===== config.mk =====
export PLATFORM = sky130hd
export DESIGN_NAME = ula_multiciclo
export DESIGN_NICKNAME = d
export VERILOG_FILES = /design/src/rtl/ula_multiciclo.sv
export SDC_FILE = /design/constraint.sdc
export NUM_CORES = 1
export LEC_CHECK = 0
export CAP_MARGIN = 20
export CELL_PAD_IN_SITES_DETAIL_PLACEMENT = 1
export CELL_PAD_IN_SITES_GLOBAL_PLACEMENT = 1
export CORE_ASPECT_RATIO = 1.5
export CORE_MARGIN = 2
export CORE_UTILIZATION = 35
export DETAILED_ROUTE_END_ITERATION = 7
export PLACE_DENSITY_LB_ADDON = 0.1
export SYNTH_ARGS = -nofsm -noshare
export SYNTH_HDL_FRONTEND = slang
export SYNTH_SLANG_ARGS = --single-unit

===== constraint.sdc =====
create_clock -name clock -period 4.6 [get_ports clock]
set_input_delay 0.92 -clock clock [delete_from_list [all_inputs] [get_ports clock]]
set_output_delay 0.92 -clock clock [all_outputs]
set_load 0.03 [all_outputs]

===== src/rtl/ula_multiciclo.sv =====
// ula_multiciclo: multicycle ALU, single-cycle logic/arith ops plus iterative MUL and optional DIVU
// Ports: clock, reset (sync, active-high); start/a/b/ula_control request; resultado/resultado_alto
// registered results, zero, busy, done (one-cycle pulse), div_zero.
// Build option: define ULA_DIVISAO_EN to include the restoring divider (opcode 11); otherwise 11 is ADD.
module ula_multiciclo #(
  parameter int WIDTH = 16,
  parameter int OP_W = 4
) (
  input  logic             clock,
  input  logic             reset,
  input  logic             start,
  input  logic [WIDTH-1:0] a,
  input  logic [WIDTH-1:0] b,
  input  logic [OP_W-1:0]  ula_control,
  output logic [WIDTH-1:0] resultado,
  output logic [WIDTH-1:0] resultado_alto,
  output logic             zero,
  output logic             busy,
  output logic             done,
  output logic             div_zero
);
  localparam int CW = $clog2(WIDTH);
  typedef enum logic [1:0] {OCIOSO, MUL, DIV, FIM} estado_t;
  estado_t state_q, state_d;
  logic [WIDTH-1:0] res_q, res_d, alto_q, alto_d, hi_q, hi_d, lo_q, lo_d, opb_q, opb_d, alu;
  logic [CW-1:0] cnt_q, cnt_d;
  logic dz_q, dz_d, is_mul, is_div;
  logic [WIDTH:0] msum;
  logic [WIDTH-1:0] mul_hi, mul_lo;
  assign is_mul = ula_control == OP_W'(10);
  // hi_q:lo_q is the partial product; lo_q starts as the multiplier and drains out as hi bits shift in
  assign msum = {1'b0, hi_q} + (lo_q[0] ? {1'b0, opb_q} : '0);
  assign mul_hi = msum[WIDTH:1];
  assign mul_lo = {msum[0], lo_q[WIDTH-1:1]};
`ifdef ULA_DIVISAO_EN
  logic [WIDTH:0] rsh, rsub;
  logic ge;
  logic [WIDTH-1:0] div_hi, div_lo;
  assign is_div = ula_control == OP_W'(11);
  // hi_q is the partial remainder, lo_q the dividend shifting out while quotient bits shift in;
  // with b == 0 every step subtracts nothing, leaving quotient all ones and remainder == a
  assign rsh = {hi_q, lo_q[WIDTH-1]};
  assign ge = rsh >= {1'b0, opb_q};
  assign rsub = ge ? rsh - {1'b0, opb_q} : rsh;
  assign div_hi = rsub[WIDTH-1:0];
  assign div_lo = {lo_q[WIDTH-2:0], ge};
`else
  assign is_div = 1'b0;
`endif
  always_comb begin
    case (ula_control)
      OP_W'(1): alu = a - b;
      OP_W'(2): alu = a & b;
      OP_W'(3): alu = a | b;
      OP_W'(4): alu = WIDTH'(a < b);
      OP_W'(5): alu = a ^ b;
      OP_W'(6): alu = a << b;
      OP_W'(7): alu = a >> b;
      OP_W'(8): alu = $unsigned($signed(a) >>> b);
      OP_W'(9): alu = WIDTH'($signed(a) < $signed(b));
      default:  alu = a + b;
    endcase
  end
  always_comb begin
    state_d = state_q;
    res_d = res_q;
    alto_d = alto_q;
    dz_d = dz_q;
    hi_d = hi_q;
    lo_d = lo_q;
    opb_d = opb_q;
    cnt_d = cnt_q;
    case (state_q)
      OCIOSO: if (start) begin
        opb_d = b;
        hi_d = '0;
        lo_d = a;
        cnt_d = CW'(WIDTH - 1);
        if (is_mul) state_d = MUL;
        else if (is_div) state_d = DIV;
        else begin
          res_d = alu;
          alto_d = '0;
          dz_d = 1'b0;
          state_d = FIM;
        end
      end
      MUL: begin
        hi_d = mul_hi;
        lo_d = mul_lo;
        cnt_d = cnt_q - CW'(1);
        if (cnt_q == '0) begin
          res_d = mul_lo;
          alto_d = mul_hi;
          dz_d = 1'b0;
          state_d = FIM;
        end
      end
`ifdef ULA_DIVISAO_EN
      DIV: begin
        hi_d = div_hi;
        lo_d = div_lo;
        cnt_d = cnt_q - CW'(1);
        if (cnt_q == '0) begin
          res_d = div_lo;
          alto_d = div_hi;
          dz_d = opb_q == '0;
          state_d = FIM;
        end
      end
`endif
      default: state_d = OCIOSO;
    endcase
  end
  always_ff @(posedge clock) begin
    if (reset) begin
      state_q <= OCIOSO;
      res_q <= '0;
      alto_q <= '0;
      dz_q <= 1'b0;
      hi_q <= '0;
      lo_q <= '0;
      opb_q <= '0;
      cnt_q <= '0;
    end else begin
      state_q <= state_d;
      res_q <= res_d;
      alto_q <= alto_d;
      dz_q <= dz_d;
      hi_q <= hi_d;
      lo_q <= lo_d;
      opb_q <= opb_d;
      cnt_q <= cnt_d;
    end
  end
  assign resultado = res_q;
  assign resultado_alto = alto_q;
  assign zero = res_q == '0;
  assign div_zero = dz_q;
  assign busy = state_q != OCIOSO;
  assign done = state_q == FIM;
endmodule


==> results.toml <==
[run_status]
outcome = "finished clean"

[critical_path]
critPathCaptureType = "flip-flop"
worstSetupStartpoint = "a[0]"
cp.arrival_ns = 4.14
reg2reg_slack_ns = 1.42
worst-path-max-fanout = 6
required_arrival_time_at_the_worst_endpoint_ns = 4.85
critical_path.startpoint_type = "input pin"
worstSetupPathType = "input pin to flip-flop"
worst_r2r_endpoint = "resultado_alto[11]"
reg2reg_depth = 10
r2r-start = "lo_q[0]"

[layout]
fillCellCount = 3071
area_of_combinational_cells_with_multiple_inputs_sq_um = 6470
footprint_of_the_flip_flops_and_latches_sq_um = 1720
post_route_cells_drive_above_1_share = 0.105
finish.net_count = 1352
area_delta_synth_final_pct = 17.3

[placement]
routabilityCongestion = 0.974
port_buffers = 73
hpwlAfterDp_microns = 30600

[routing]
drt_total_wl_microns = 39300
wirelength_per_cell_microns = 24.9
dr_total_vias = 9389
drc = 0
via_per_inst = 5.95
detail_route.first_pass.iterations = 7
antenna_violating_nets_post_route = 0
drtIter0Drc = 523

[clocking]
postCtsResizedCells = 0
cts.clk_slew.worst_paths_ns = 0.07
clk_path_buf_depth = 2
postCtsSetupBuffers = 0
clock_insertion_delay_worst_skew_ns = 0.35
clk_root_buffer_cell = "sky130_fd_sc_hd__clkbuf_16"
number_of_clock_sinks_seen_by_cts = 86
postCtsHoldBufs = 0
cts_max_level = 3
tritoncts.num_buffers = 9
cts_tree = "done"

[min_path]
timing.hold.worst.class = "flip-flop to flip-flop"
min_to = "resultado_alto[10]"
timing.hold.worst.start = "resultado_alto[10]"
min_delay_path_depth = 2

[global_route]
antenna_found_initial = 0
grt_pass1_wl_microns = 59700
grt_start_max_net_pins = 50
grt.total_usage = 0.299
grt-ovfl-total = 0
number_of_global_route_vias_before_repair = 9765

[run]
drv_cap = 0

[synth]
synth-seq-cells = 86
mappedNetlistArea_sq_um = 8820
yosys-top-cells-count = "sky130_fd_sc_hd__nor2_1 (145), sky130_fd_sc_hd__a21oi_1 (121), sky130_fd_sc_hd__nand2_1 (104)"
syn-num-nets = 1310
synth_most_common_cell = "sky130_fd_sc_hd__nor2_1"
ys_async_sr_fraction = 0
synthDominantAreaCellType = "sky130_fd_sc_hd__dfxtp_1"
netlist-cell-type-count = 85
netlist_top_cells_area = "sky130_fd_sc_hd__dfxtp_1 (20%), sky130_fd_sc_hd__ha_1 (9.2%), sky130_fd_sc_hd__a21oi_1 (6.9%), sky130_fd_sc_hd__nor2_1 (6.2%), sky130_fd_sc_hd__mux4_2 (6.1%)"
ys.warnings.count = 0
synth-edff-count = 0
synth_flop_cell = "sky130_fd_sc_hd__dfxtp_1"
synthCells = 1203
yosysTopAreaCellShare = 0.195
synth_sequential_area_ratio = 0.195
synthesis.area_per_instance_sq_um = 7.33

[timing]
max_slew.worst_pin.slew_ns = 0.948
final_count_of_pins_violating_max_slew = 0
slew-limit-headroom = 0.365
fin_skew_ns = 0.00734
final_hold_violation_count = 0
final.period_utilization = 0.845
timing.final.crit_period_ns = 3.89
setup_violating_endpoint_count_in_the_final_report = 0
grt_setup_unrepaired = "false"
timing.fmax_mhz = 257
totalNegativeSetupSlack_ns = 0

[floorplanning]
die_w_microns = 134
initial_core_util = 0.353
design.die.area_sq_um = 26500
floorplan.core_area_sq_um = 25000
placement_rows = 71
die_ht_microns = 198
pin_count = 75

[pwr]
leakagePower_uw = 0.00405
power_density_nw_per_um2 = 262
p_total_uw = 2710
vdd_drop_max_v = 0.000205
-- per-layer routing --
metal | global-route usage | up-vias | wire [microns]
met1 | 0.325 | 4577 | 15100
met4 | 0.182 | 0 | 2430
met2 | 0.550 | 273 | 20200
met5 | 0 | - | 0
met3 | 0.0377 | 111 | 1630
li1 | - | 4428 | -
-- worst max path at each step --
stage	endpoint	slack (ns)
final	resultado[13]	0.71
after global routing	resultado[12]	0.50
after CTS	resultado[15]	0.73
after detailed placement	resultado[15]	0.36
after global placement	resultado[15]	0.40
after floorplan	resultado[15]	0.87
-- logic make-up after synthesis --
logic type / synth area share
other: 0.000425
buffers and inverters: 0.0725
AOI/OAI and AO/OA: 0.265
and+or+nand+nor: 0.254
DFF: 0.195
muxes: 0.0859
xor gates and xnor gates: 0.0278
adders and majority gates: 0.0990
-- critical path: stages --
cell	delay [ns]
sky130_fd_sc_hd__clkdlybuf4s50_1	0.65
sky130_fd_sc_hd__inv_1	0.20
sky130_fd_sc_hd__ha_1	0.25
sky130_fd_sc_hd__or2_0	0.24
sky130_fd_sc_hd__a221oi_1	0.26
sky130_fd_sc_hd__buf_4	0.17
sky130_fd_sc_hd__o211ai_1	0.16
sky130_fd_sc_hd__a21oi_1	0.34
sky130_fd_sc_hd__a221oi_1	0.20
sky130_fd_sc_hd__xnor2_1	0.23
sky130_fd_sc_hd__o2111ai_1	0.22
sky130_fd_sc_hd__a31o_1	0.28
-- cells in the final DEF (no fill, tap or decap), types with 6 or more instances in the layout --
cell type                           n
sky130_fd_sc_hd__ha_1              65
sky130_fd_sc_hd__o31ai_1            7
sky130_fd_sc_hd__nand3b_1           7
sky130_fd_sc_hd__clkdlybuf4s50_1   69
sky130_fd_sc_hd__dfxtp_1           86
sky130_fd_sc_hd__xnor2_1           21
sky130_fd_sc_hd__o221ai_1           7
sky130_fd_sc_hd__a211oi_1          21
sky130_fd_sc_hd__o21ai_0           57
sky130_fd_sc_hd__nand3_1           21
sky130_fd_sc_hd__a311oi_1           7
sky130_fd_sc_hd__mux4_2            24
sky130_fd_sc_hd__nor3b_1            8
sky130_fd_sc_hd__o21bai_1           7
sky130_fd_sc_hd__nand2_1          104
sky130_fd_sc_hd__a21o_1            10
sky130_fd_sc_hd__mux2_2             6
sky130_fd_sc_hd__o211ai_1          11
sky130_fd_sc_hd__nand2b_1          12
sky130_fd_sc_hd__inv_1             56
sky130_fd_sc_hd__or3_1             13
sky130_fd_sc_hd__nor4_1            11
sky130_fd_sc_hd__a31oi_1           12
sky130_fd_sc_hd__a21oi_1          121
sky130_fd_sc_hd__xor2_1             7
sky130_fd_sc_hd__and2_1            21
sky130_fd_sc_hd__nor2_1           145
sky130_fd_sc_hd__a221oi_1          14
sky130_fd_sc_hd__o21a_1             6
sky130_fd_sc_hd__o22ai_1           12
sky130_fd_sc_hd__mux2i_1           15
sky130_fd_sc_hd__and3_1            12
sky130_fd_sc_hd__clkbuf_16          9
sky130_fd_sc_hd__o21ai_1            7
sky130_fd_sc_hd__buf_4             60
sky130_fd_sc_hd__a22oi_1           15
sky130_fd_sc_hd__nor2b_1           22
sky130_fd_sc_hd__nor3_1            50
-- through the flow --
stage / std cells / cell area [sq um] / utilization / setup WS, ns / hold WS (ns)
after CTS: 1578 / 10400 / 0.415 / 0.727 / 0.456
after global placement: 1562 / 10000 / 0.401 / 0.404 / 0.438
after floorplan: 1203 / 8820 / - / 0.875 / 0.432
after global routing: 1578 / 10400 / 0.415 / 0.502 / 0.472
final: 1579 / 10400 / 0.415 / 0.712 / 0.456
after detailed placement: 1562 / 10000 / 0.401 / 0.355 / 0.447
-- sequential cells by signal, summed over array words and instances (netlist names) --
signal	cells
lo_q	16
resultado	16
hi_q	16
resultado_alto	16
opb_q	16
cnt_q	4
state_q	2
-- area by class of cell --
type	instances	share of cell area
multi-input combinational	956	0.625
clock buffer	13	0.0261
sequential	86	0.166
timing repair buffer	134	0.116
clock inverter	3	0.00628
antenna	1	0.000242
tap	328	0.0396
inverter	58	0.0210
-- power by group --
group          switching, uW  internal, uW  total (uW)
clock network            316           520         837
registers               61.4           802         863
logic                    637           375        1010
total                   1010          1700        2710
Power figures use the tool's default switching activity.
